`config.mk`:
```
export PLATFORM = sky130hd
export DESIGN_NAME = cci_mpf_shim_req_throttle_flat
export DESIGN_NICKNAME = d
export VERILOG_FILES = /design/src/rtl/cci_mpf_shim_throttle_pkg.sv /design/src/rtl/cci_mpf_if.sv /design/src/rtl/cci_mpf_shim_throttle_chan.sv /design/src/rtl/cci_mpf_shim_req_throttle.sv /design/src/flat_wrapper.sv
export SDC_FILE = /design/constraint.sdc
export NUM_CORES = 1
export LEC_CHECK = 0
export ABC_AREA = 1
export CELL_PAD_IN_SITES_DETAIL_PLACEMENT = 2
export CELL_PAD_IN_SITES_GLOBAL_PLACEMENT = 2
export CORE_AREA = 2 2 244 246
export DETAILED_ROUTE_END_ITERATION = 6
export DIE_AREA = 0 0 246 248
export PLACE_DENSITY_LB_ADDON = 0.1
export SLEW_MARGIN = 20
export SYNTH_ARGS = -nofsm -noshare
export SYNTH_HDL_FRONTEND = slang
export SYNTH_HIERARCHICAL = 1
export SYNTH_SLANG_ARGS = --single-unit
```
`constraint.sdc`:
```
create_clock -name clk -period 7 [get_ports clk]
set_clock_uncertainty 0.15 [all_clocks]
set_input_delay 1.05 -clock clk [delete_from_list [all_inputs] [get_ports clk]]
set_output_delay 1.05 -clock clk [all_outputs]
set_load 0.02 [all_outputs]
```
`src/rtl/cci_mpf_shim_throttle_pkg.sv`:
```
// Shared types and helpers for the MPF request throttle shim.
// Counter width, channel message structs and effective-limit function.
package cci_mpf_shim_throttle_pkg;

  localparam int THR_MAX_ACTIVE = 128;
  localparam int THR_SLACK      = 8;
  localparam int THR_CNT_W      = $clog2(THR_MAX_ACTIVE) + 1;

  typedef logic [THR_CNT_W-1:0] t_throttle_cnt;

  typedef enum logic [1:0] {
    C1_WRLINE = 2'd0,
    C1_FENCE  = 2'd1,
    C1_INTR   = 2'd2
  } t_c1_req;

  typedef enum logic {
    C0_RDLINE = 1'b0,
    C0_UMSG   = 1'b1
  } t_c0_rsp;

  typedef enum logic [1:0] {
    C1_WRRSP    = 2'd0,
    C1_FENCERSP = 2'd1,
    C1_INTRRSP  = 2'd2
  } t_c1_rsp;

  typedef struct packed {
    logic        valid;
    logic [1:0]  cl_len;
    logic [15:0] mdata;
    logic [41:0] addr;
  } t_c0_tx;

  typedef struct packed {
    logic        valid;
    t_c1_req     req_type;
    logic        sop;
    logic [1:0]  cl_len;
    logic [15:0] mdata;
    logic [41:0] addr;
    logic [63:0] data;
  } t_c1_tx;

  typedef struct packed {
    logic        valid;
    t_c0_rsp     rsp_type;
    logic        eop;
    logic [15:0] mdata;
    logic [63:0] data;
  } t_c0_rx;

  typedef struct packed {
    logic        valid;
    t_c1_rsp     rsp_type;
    logic        eop;
    logic [15:0] mdata;
  } t_c1_rx;

  // 0 means "use the ceiling"; tiny limits are lifted above the slack
  function automatic int unsigned throttle_eff_limit(
    input int unsigned csr,
    input int unsigned max,
    input int unsigned slack
  );
    int unsigned l;
    l = ((csr == 0) || (csr > max)) ? max : csr;
    if (l <= slack) l = slack + 1;
    return l;
  endfunction

endpackage

```
`src/rtl/cci_mpf_if.sv`:
```
// Simplified CCI channel bundle between MPF pipeline stages.
// to_fiu faces the FIU-side stage, to_afu faces the AFU-side stage.
interface cci_mpf_if;
  import cci_mpf_shim_throttle_pkg::*;

  logic   reset;
  t_c0_tx c0Tx;
  t_c1_tx c1Tx;
  logic   c0TxAlmFull;
  logic   c1TxAlmFull;
  t_c0_rx c0Rx;
  t_c1_rx c1Rx;

  modport to_fiu (
    output c0Tx, c1Tx,
    input  c0TxAlmFull, c1TxAlmFull,
    input  c0Rx, c1Rx
  );

  modport to_afu (
    output reset,
    input  c0Tx, c1Tx,
    output c0TxAlmFull, c1TxAlmFull,
    output c0Rx, c1Rx
  );

endinterface

```
`src/rtl/cci_mpf_shim_throttle_chan.sv`:
```
// One channel of the throttle: outstanding-packet counter,
// registered effective limit, almost-full and sticky error flags.
module cci_mpf_shim_throttle_chan
  import cci_mpf_shim_throttle_pkg::*;
#(
  parameter int MAX_ACTIVE_REQS = 128,
  parameter int ALM_FULL_SLACK  = 8,
  parameter int CNT_W = $clog2(MAX_ACTIVE_REQS) + 1
) (
  input  logic             clk,
  input  logic             reset,
  input  logic             inc,
  input  logic             dec,
  input  logic [CNT_W-1:0] limit,
  input  logic             fiu_alm_full,
  output logic [CNT_W-1:0] count,
  output logic             alm_full,
  output logic             ovf,
  output logic             udf
);

  localparam logic [CNT_W-1:0] CNT_ONES = '1;
  localparam logic [CNT_W-1:0] CNT_ONE  = CNT_W'(1);
  localparam logic [CNT_W-1:0] LIM_RST  = CNT_W'(MAX_ACTIVE_REQS);
  localparam logic [CNT_W:0]   SLACK_X  = (CNT_W+1)'(ALM_FULL_SLACK);

  logic [CNT_W-1:0] cnt_q;
  logic [CNT_W-1:0] cnt_d;
  logic [CNT_W-1:0] lim_q;
  logic [CNT_W-1:0] lim_d;
  logic             udf_hit;
  logic             near_full;

  always_comb begin
    cnt_d   = cnt_q;
    udf_hit = 1'b0;
    unique case ({inc, dec})
      2'b10: begin
        if (cnt_q != CNT_ONES) cnt_d = cnt_q + CNT_ONE;
      end
      2'b01: begin
        if (cnt_q == '0) udf_hit = 1'b1;
        else cnt_d = cnt_q - CNT_ONE;
      end
      default: ;
    endcase
  end

  assign lim_d = CNT_W'(throttle_eff_limit(
                   32'(limit),
                   unsigned'(MAX_ACTIVE_REQS),
                   unsigned'(ALM_FULL_SLACK)));

  // Extra bit keeps count + slack from wrapping
  assign near_full = ({1'b0, cnt_d} + SLACK_X) >= {1'b0, lim_q};

  always_ff @(posedge clk) begin
    if (reset) begin
      cnt_q    <= '0;
      lim_q    <= LIM_RST;
      alm_full <= 1'b0;
      ovf      <= 1'b0;
      udf      <= 1'b0;
    end else begin
      cnt_q    <= cnt_d;
      lim_q    <= lim_d;
      alm_full <= fiu_alm_full | near_full;
      ovf      <= ovf | (cnt_d > lim_q);
      udf      <= udf | udf_hit;
    end
  end

  assign count = cnt_q;

endmodule

```
`src/rtl/cci_mpf_shim_req_throttle.sv`:
```
// MPF stage limiting outstanding read and write/fence packets.
// Traffic passes through combinationally; only almost-full is added.
module cci_mpf_shim_req_throttle
  import cci_mpf_shim_throttle_pkg::*;
#(
  parameter int MAX_ACTIVE_REQS = 128,
  parameter int ALM_FULL_SLACK  = 8,
  parameter int CNT_W = $clog2(MAX_ACTIVE_REQS) + 1
) (
  input  logic             clk,
  input  logic             reset,
  cci_mpf_if.to_fiu        fiu,
  cci_mpf_if.to_afu        afu,
  input  logic [CNT_W-1:0] c0_max_active,
  input  logic [CNT_W-1:0] c1_max_active,
  output logic [CNT_W-1:0] c0_active,
  output logic [CNT_W-1:0] c1_active,
  output logic             err_overflow,
  output logic             err_underflow
);

  logic c0_inc;
  logic c0_dec;
  logic c1_inc;
  logic c1_dec;
  logic c0_ovf;
  logic c1_ovf;
  logic c0_udf;
  logic c1_udf;

  assign afu.reset = reset;
  assign fiu.c0Tx  = afu.c0Tx;
  assign fiu.c1Tx  = afu.c1Tx;
  assign afu.c0Rx  = fiu.c0Rx;
  assign afu.c1Rx  = fiu.c1Rx;

  assign c0_inc = afu.c0Tx.valid;
  assign c0_dec = fiu.c0Rx.valid & fiu.c0Rx.eop &
                  (fiu.c0Rx.rsp_type == C0_RDLINE);

  // Multi-beat writes count once, on the SOP beat
  always_comb begin
    c1_inc = 1'b0;
    unique case (1'b1)
      (afu.c1Tx.req_type == C1_WRLINE):
        c1_inc = afu.c1Tx.valid & afu.c1Tx.sop;
      (afu.c1Tx.req_type == C1_FENCE):
        c1_inc = afu.c1Tx.valid;
      default: ;
    endcase
  end

  always_comb begin
    c1_dec = 1'b0;
    unique case (1'b1)
      (fiu.c1Rx.rsp_type == C1_WRRSP),
      (fiu.c1Rx.rsp_type == C1_FENCERSP):
        c1_dec = fiu.c1Rx.valid & fiu.c1Rx.eop;
      default: ;
    endcase
  end

  cci_mpf_shim_throttle_chan #(
    .MAX_ACTIVE_REQS (MAX_ACTIVE_REQS),
    .ALM_FULL_SLACK  (ALM_FULL_SLACK),
    .CNT_W           (CNT_W)
  ) u_c0 (
    .clk          (clk),
    .reset        (reset),
    .inc          (c0_inc),
    .dec          (c0_dec),
    .limit        (c0_max_active),
    .fiu_alm_full (fiu.c0TxAlmFull),
    .count        (c0_active),
    .alm_full     (afu.c0TxAlmFull),
    .ovf          (c0_ovf),
    .udf          (c0_udf)
  );

  cci_mpf_shim_throttle_chan #(
    .MAX_ACTIVE_REQS (MAX_ACTIVE_REQS),
    .ALM_FULL_SLACK  (ALM_FULL_SLACK),
    .CNT_W           (CNT_W)
  ) u_c1 (
    .clk          (clk),
    .reset        (reset),
    .inc          (c1_inc),
    .dec          (c1_dec),
    .limit        (c1_max_active),
    .fiu_alm_full (fiu.c1TxAlmFull),
    .count        (c1_active),
    .alm_full     (afu.c1TxAlmFull),
    .ovf          (c1_ovf),
    .udf          (c1_udf)
  );

  assign err_overflow  = c0_ovf | c1_ovf;
  assign err_underflow = c0_udf | c1_udf;

endmodule

```
`src/flat_wrapper.sv`:
```
// flat-port wrapper written by rule: the top's interface ports become plain ports
module cci_mpf_shim_req_throttle_flat import cci_mpf_shim_throttle_pkg::*;
#(
  parameter int MAX_ACTIVE_REQS = 128,
  parameter int ALM_FULL_SLACK  = 8,
  parameter int CNT_W = $clog2(MAX_ACTIVE_REQS) + 1
)
  (clk, reset, c0_max_active, c1_max_active, c0_active, c1_active, err_overflow, err_underflow, fiu_c0Tx, fiu_c1Tx, fiu_c0TxAlmFull, fiu_c1TxAlmFull, fiu_c0Rx, fiu_c1Rx, afu_reset, afu_c0Tx, afu_c1Tx, afu_c0TxAlmFull, afu_c1TxAlmFull, afu_c0Rx, afu_c1Rx);
  cci_mpf_if fiu_i ();
  cci_mpf_if afu_i ();
  input  logic clk;
  input  logic reset;
  input  logic [CNT_W-1:0] c0_max_active;
  input  logic [CNT_W-1:0] c1_max_active;
  output logic [CNT_W-1:0] c0_active;
  output logic [CNT_W-1:0] c1_active;
  output logic err_overflow;
  output logic err_underflow;
  output wire logic [$bits(fiu_i.c0Tx)-1:0] fiu_c0Tx;
  output wire logic [$bits(fiu_i.c1Tx)-1:0] fiu_c1Tx;
  input wire logic [$bits(fiu_i.c0TxAlmFull)-1:0] fiu_c0TxAlmFull;
  input wire logic [$bits(fiu_i.c1TxAlmFull)-1:0] fiu_c1TxAlmFull;
  input wire logic [$bits(fiu_i.c0Rx)-1:0] fiu_c0Rx;
  input wire logic [$bits(fiu_i.c1Rx)-1:0] fiu_c1Rx;
  output wire logic [$bits(afu_i.reset)-1:0] afu_reset;
  input wire logic [$bits(afu_i.c0Tx)-1:0] afu_c0Tx;
  input wire logic [$bits(afu_i.c1Tx)-1:0] afu_c1Tx;
  output wire logic [$bits(afu_i.c0TxAlmFull)-1:0] afu_c0TxAlmFull;
  output wire logic [$bits(afu_i.c1TxAlmFull)-1:0] afu_c1TxAlmFull;
  output wire logic [$bits(afu_i.c0Rx)-1:0] afu_c0Rx;
  output wire logic [$bits(afu_i.c1Rx)-1:0] afu_c1Rx;
  assign fiu_c0Tx = fiu_i.c0Tx;
  assign fiu_c1Tx = fiu_i.c1Tx;
  assign fiu_i.c0TxAlmFull = fiu_c0TxAlmFull;
  assign fiu_i.c1TxAlmFull = fiu_c1TxAlmFull;
  assign fiu_i.c0Rx = fiu_c0Rx;
  assign fiu_i.c1Rx = fiu_c1Rx;
  assign afu_reset = afu_i.reset;
  assign afu_i.c0Tx = afu_c0Tx;
  assign afu_i.c1Tx = afu_c1Tx;
  assign afu_c0TxAlmFull = afu_i.c0TxAlmFull;
  assign afu_c1TxAlmFull = afu_i.c1TxAlmFull;
  assign afu_c0Rx = afu_i.c0Rx;
  assign afu_c1Rx = afu_i.c1Rx;
  cci_mpf_shim_req_throttle #(.MAX_ACTIVE_REQS(MAX_ACTIVE_REQS), .ALM_FULL_SLACK(ALM_FULL_SLACK), .CNT_W(CNT_W)) u_core (.clk(clk), .reset(reset), .fiu(fiu_i), .afu(afu_i), .c0_max_active(c0_max_active), .c1_max_active(c1_max_active), .c0_active(c0_active), .c1_active(c1_active), .err_overflow(err_overflow), .err_underflow(err_underflow));
endmodule
```
### Word-level counts from Yosys, hierarchy flattened

Cells that the tools add are included.

| operators by class | value |
|---|---|
| $lt $le $gt $ge | 8 |
| $add $sub $neg | 6 |
| shift-type cells | 0 |
| equality and inequality tests | 8 |
| bitwise logic cells | 13 |
| mux-type cells | 16 |
| reduce and logical (&&, ||, !) cells | 11 |
| $mul | 0 |
| div/mod/pow operators | 0 |

Operator list:

| cell | number |
|---|---|
| 8-bit 2-to-1 mux | 8 |
| 8-bit logical NOT | 4 |
| 8-bit case mux with 2 select lines | 2 |
| 8-bit by 4-bit adder with 9-bit output (second input constant) | 2 |
| 9-bit by 8-bit >= comparator with 1-bit output | 2 |
| 8-bit by 1-bit adder with 8-bit output (second input constant) | 2 |
| 8-bit > comparator | 2 |
| 8-bit > comparator (second input constant) | 2 |
| 8-bit by 4-bit <= comparator with 1-bit output (second input constant) | 2 |
| 8-bit inequality test (second input constant) | 2 |
| 8-bit by 1-bit subtractor with 8-bit output (second input constant) | 2 |
| 2-bit by 1-bit == test with 1-bit output (second input constant) | 4 |
| 1-bit OR | 8 |
| 2-bit OR reduction | 3 |
| 1-bit 2-to-1 mux | 5 |
| 1-bit AND | 4 |
| 2-bit == test (second input constant) | 2 |
| 2-bit logical NOT | 2 |
| 1-bit logical OR | 2 |
| 1-bit case mux with 2 select lines | 1 |
| 1-bit NOT | 1 |

| storage, ports and cells | value |
|---|---|
| input bits | 312 |
| bits in registers | 38 |
| memory bits (read-only) | 0 |
| memories kept | 0 |
| latch bits | 0 |
| logic and storage cells | 74 |
| output and inout port bits | 313 |
| bits in writable memories | 0 |

### Logic depth before layout (Yosys ltp)

| logic depth | value |
|---|---|
| word-level depth | 8 |
| mapped depth | 22 |
| mapped depth without buffers | 22 |

### Cells and area by module

The synthesis kept the hierarchy.

By module, submodules not included:

| module | area an instance (um^2) | cells an instance | seq. area each (um^2) | instances |
|---|---|---|---|---|
| cci_mpf_shim_req_throttle | 2242.2 | 303 | 0.0 | 1 |
| cci_mpf_shim_throttle_chan (u_core.u_c0) | 1727.9 | 261 | 380.4 | 1 |
| cci_mpf_shim_throttle_chan (u_core.u_c1) | 1634.1 | 252 | 380.4 | 1 |

### Worst setup path after synthesis

OpenSTA, ideal clock, no wires.

| timing | value |
|---|---|
| path kind | input -> register |
| start point | input port fiu_c0Rx[82] |
| end point | register u_core.u_c0.alm_full |
| arrival time | 3.255 ns |
| cell stages on the path | 19 |
| slack | 3.474 ns |
| library setup time | 0.122 ns |
| path buffers | 1 |
| data required time | 6.728 ns |
| cells stage by stage | nand2_1 -> nor2_1 -> ha_1 -> inv_1 -> buf_2 -> nand3_1 -> nand2_1 -> inv_1 -> ha_1 -> xnor2_1 -> inv_1 -> ha_1 -> nand2_1 -> inv_1 -> nand3_1 -> nor2_1 -> nor3_1 -> a21oi_1 -> o21bai_2 |

| between the ends | value |
|---|---|
| word-level cells in the longest chain between the ends | 7 |
| elaborated cells between the ends (all ways) | 8 |
| classes of those cells | add/sub (1); order compare (1); eq/ne (2); mux (1); bitwise (3) |

RTL lines:

| what | line | RTL |
|---|---|---|
| start: declaration | flat_wrapper.sv:23 | `input wire logic [$bits(fiu_i.c0Rx)-1:0] fiu_c0Rx;` |
| 1-bit AND * (2 in a row) | cci_mpf_shim_req_throttle.sv:38 | `assign c0_dec = fiu.c0Rx.valid & fiu.c0Rx.eop &` |
| via u_core.c0_dec | cci_mpf_shim_req_throttle.sv:23 | `logic c0_dec;` |
| 2-bit by 1-bit == test with 1-bit output or 2-bit == test (tied branches) | cci_mpf_shim_throttle_chan.sv:37 | `unique case ({inc, dec})` |
| 8-bit case mux with 2 select lines * | cci_mpf_shim_throttle_chan.sv:37 |  |
| via u_core.u_c0.cnt_d[4] | cci_mpf_shim_throttle_chan.sv:28 | `logic [CNT_W-1:0] cnt_d;` |
| 8-bit by 4-bit adder with 9-bit output * | cci_mpf_shim_throttle_chan.sv:55 | `assign near_full = ({1'b0, cnt_d} + SLACK_X) >= {1'b0, lim_q};` |
| 9-bit by 8-bit >= comparator with 1-bit output * | cci_mpf_shim_throttle_chan.sv:55 |  |
| 1-bit OR * | cci_mpf_shim_throttle_chan.sv:67 | `alm_full <= fiu_alm_full \| near_full;` |
| end signal: assignment | cci_mpf_shim_throttle_chan.sv:67 |  |
| end: declaration | cci_mpf_shim_throttle_chan.sv:17 | `output logic alm_full,` |

Mark *: on every way through the listed nets, which the timed path passes. The rest lies on a longest branch.
A chain may end at the register's enable or synchronous reset.

### Worst setup path in the final report

| timing | value |
|---|---|
| start point | input port afu_c1Tx[127] |
| end point | register u_core.u_c1.alm_full |

| between the ends | value |
|---|---|
| word-level cells in the longest chain between the ends | 7 |
| elaborated cells between the ends (all ways) | 8 |
| classes of those cells | add/sub (1); order compare (1); eq/ne (2); mux (2); bitwise (2) |

RTL lines:

| what | line | RTL |
|---|---|---|
| start: declaration | flat_wrapper.sv:27 | `input wire logic [$bits(afu_i.c1Tx)-1:0] afu_c1Tx;` |
| 1-bit AND | cci_mpf_shim_req_throttle.sv:46 | `c1_inc = afu.c1Tx.valid & afu.c1Tx.sop;` |
| 1-bit case mux with 2 select lines * | cci_mpf_shim_req_throttle.sv:44 | `unique case (1'b1)` |
| via u_core.c1_inc | cci_mpf_shim_req_throttle.sv:24 | `logic c1_inc;` |
| 2-bit by 1-bit == test with 1-bit output or 2-bit == test (tied branches) | cci_mpf_shim_throttle_chan.sv:37 |  |
| 8-bit case mux with 2 select lines * | cci_mpf_shim_throttle_chan.sv:37 |  |
| via u_core.u_c1.cnt_d[3] | cci_mpf_shim_throttle_chan.sv:28 |  |
| 8-bit by 4-bit adder with 9-bit output * | cci_mpf_shim_throttle_chan.sv:55 |  |
| 9-bit by 8-bit >= comparator with 1-bit output * | cci_mpf_shim_throttle_chan.sv:55 |  |
| 1-bit OR * | cci_mpf_shim_throttle_chan.sv:67 |  |
| end signal: assignment | cci_mpf_shim_throttle_chan.sv:67 |  |
| end: declaration | cci_mpf_shim_throttle_chan.sv:17 |  |

Marked as above.

==> impl_metrics.json <==
{
  "synth_nets": 1166,
  "routed_wl_um": 20770,
  "vdd_ir_drop_max_mv": 0.07877,
  "dp.cells": 1352,
  "maxSlewViolCount": 0,
  "drive_above_1_share": 0.08177,
  "grt_usage": 0.06617,
  "antenna_cells": 0,
  "fin_setup_tns_ps": 0,
  "fp.dieH_um": 248,
  "clkLatencyLatePin_ps": 290,
  "rsz0062_at_grt": "false",
  "cts-resized-gates": 0,
  "cts_tree": "built",
  "hp-class": "flip-flop to flip-flop",
  "synth_area_leaders": "buf_4 39%, dfxtp_1 14%, nand2_1 9.0%",
  "final_antenna_net_count": 0,
  "rrSetupSlack_ps": 3630,
  "synth_top_area_share": 0.3925,
  "reg2reg_from": "u_core/u_c1/count[0]",
  "post-route-min-period_ps": 4388,
  "place_congestion": 0.6479,
  "p_leak_nw": 2.135,
  "finalCritPeriodShare": 0.6269,
  "vias_per_cell": 2.850,
  "die_area_um2": 61010,
  "postPlaceCellArea_um2": 4955,
  "status": "completed",
  "hold-worst-slack_ps": 299.0,
  "vias": 3876,
  "core_um2": 58460,
  "synth_edf_count": 0,
  "worstReg2RegEnd": "u_core/u_c1/alm_full",
  "die_w_um": 246,
  "synth_cell_types": 42,
  "max_freq_ghz": 0.2279,
  "min_to": "u_core/u_c0/udf",
  "synth_cells": 816,
  "p_total_w": 0.0009106,
  "root_buffer": "clkbuf_16",
  "path_class": "input port to flip-flop",
  "drc": 0,
  "n_fill_cell": 6986,
  "post_cts_buffers": 0,
  "required_ps": 7040,
  "syn_area_um2": 5604,
  "clock_sink_count": 38,
  "drv_cap": 0,
  "min_from": "u_core/u_c0/udf",
  "finalHoldViolations": 0,
  "postCtsHoldBufs": 0,
  "yosysMostFrequentCell": "buf_4",
  "startpoint_type": "input port",
  "setup_violations": 0,
  "numCtsBuffers": 5,
  "ys_ff_latch": 38,
  "crit_path_max_fanout": 9,
  "avgSynthCellArea_um2": 6.868,
  "start_util": 0.09586,
  "numPortBuffers": 62,
  "dpl.hpwl_um": 17480,
  "drt_pass1_iterations": 4,
  "areaGrowthSynthToFinish_pct": -8.038,
  "grt_remaining_overflow": 0,
  "arrival_ps": 4430,
  "design_area_um2": 5154,
  "async_flop_share": 0,
  "yosysWarnings": 6,
  "synth-seq-area-share": 0.1357,
  "synth_ff_type": "dfxtp_1",
  "synthTopCellsByCount": "293 x buf_4, 134 x nand2_1, 87 x inv_1",
  "drt-initial-drc-count": 106,
  "grt_first_pass_wirelength_um": 29670,
  "io_pins": 625,
  "crit_path_end_kind": "flip-flop",
  "wl_per_cell_um": 15.27,
  "worst_slew_pin_slew_ps": 591.9,
  "seq_area_um2": 760.7,
  "relSlewSlack": 0.6048,
  "grt_max_degree": 26,
  "cts_buffer_depth": 2,
  "first_global_vias": 4420,
  "htreeDepth": 2,
  "synth_area_leader_cell": "buf_4",
  "finalNonFillerCells": 1360,
  "multiInputGateArea_um2": 2255,
  "holdPathStages": 2,
  "std_cell_rows": 89,
  "clk_pin_slew_worst_paths_ps": 70,
  "antenna_found_initial": 0,
  "rr_worst_depth": 19,
  "final_nets": 936,
  "pwr_density_cell_nw_per_um2": 176.7
}
critical path: stages:
cell	delay, ps
clkdlybuf4s50_1	480
nand2_1	100
nor2_1	190
inv_1	70
ha_1	410
clkinv_1	310
nand3_1	200
nand2_2	100
inv_1	140
ha_1	250
xor2_1	170
inv_1	70
ha_1	270
nand2_1	90
nor2_1	60
a21oi_1	230
nand3b_1	100
nand2_1	80
nand2_1	60
layer usage:
metal  part of all wire  vias up  wire length (um)  track usage
li1                   -     1800                 -            -
met4              0.021        2               441      0.01854
met1               0.40     1793              8339      0.07447
met2               0.46      231              9620       0.1067
met5             0.0034        -                71     0.008744
met3               0.11       50              2293      0.03612
worst max-delay path by stage:
stage / to / cells past startpoint / slack [ps] / start
after floorplan: u_core/u_c0/alm_full / 19 / 3470 / fiu_c0Rx[82]
after global placement: u_core/u_c1/alm_full / 19 / 2130 / afu_c1Tx[127]
after detailed placement: u_core/u_c1/alm_full / 20 / 2110 / afu_c1Tx[127]
after CTS: u_core/u_c1/alm_full / 20 / 2410 / afu_c1Tx[127]
after global routing: u_core/u_c1/alm_full / 21 / 2250 / afu_c1Tx[126]
final: u_core/u_c1/alm_full / 19 / 2610 / afu_c1Tx[127]
sequential cells by signal, summed over array words and instances, names as in the netlist:
name                  cells
u_core/u_c0/udf           1
u_core/u_c1/udf           1
u_core/u_c0/alm_full      1
u_core/u_c1/count         8
u_core/u_c1/alm_full      1
u_core/u_c1/ovf           1
u_core/u_c1/lim_q         8
u_core/u_c0/lim_q         8
u_core/u_c0/ovf           1
u_core/u_c0/count         8
cell families after synthesis:
family	after synthesis	synth area share
fa+ha+maj	38	0.08484
xor+xnor	6	0.009377
compound gates	59	0.06006
buf+inv	391	0.4619
simple gates	284	0.2480
flops	38	0.1357
through the flow:
| step | util | worst slack (ps) |
|---|---|---|
| finish | 0.08815 | 2612 |
| global route | 0.08815 | 2253 |
| CTS | 0.08815 | 2407 |
| detailed placement | 0.08475 | 2106 |
| global placement | 0.08475 | 2126 |
| floorplan | - | 3474 |
where the power goes:
group	total [W]	internal (W)	switching [W]
clock	0.000321	0.000215	0.000106
sequential	0.000257	0.000232	0.0000252
combinational	0.000332	0.000127	0.000205
total	0.000911	0.000574	0.000337
cell type report:
type | instances | share of cell area
well taps | 773 | 0.1877
repair buffers | 63 | 0.1219
flip-flops and latches | 38 | 0.1476
multi-input cells | 387 | 0.4375
clock inverters | 2 | 0.01165
inverters | 91 | 0.06676
clock buffers | 6 | 0.02695
cells in the final DEF, fill, tap and decap left out, types with 3 or more instances in the layout:
master and count:
nand2_1 134, inv_1 87, clkdlybuf4s50_1 62, nor2_1 46, nand3_1 44, ha_1 38
dfxtp_1 38, a21oi_1 25, o21ai_0 13, nand4_1 12, nand2_2 11, o211ai_1 8
nor3_1 7, nor2_4 6, clkbuf_16 5, o21ai_1 4, nor2_2 4, xor2_1 4
nor2_8 3, nand3_2 3, or2_2 3, o22ai_1 3
No activity file was read; power rests on OpenSTA's default activity.
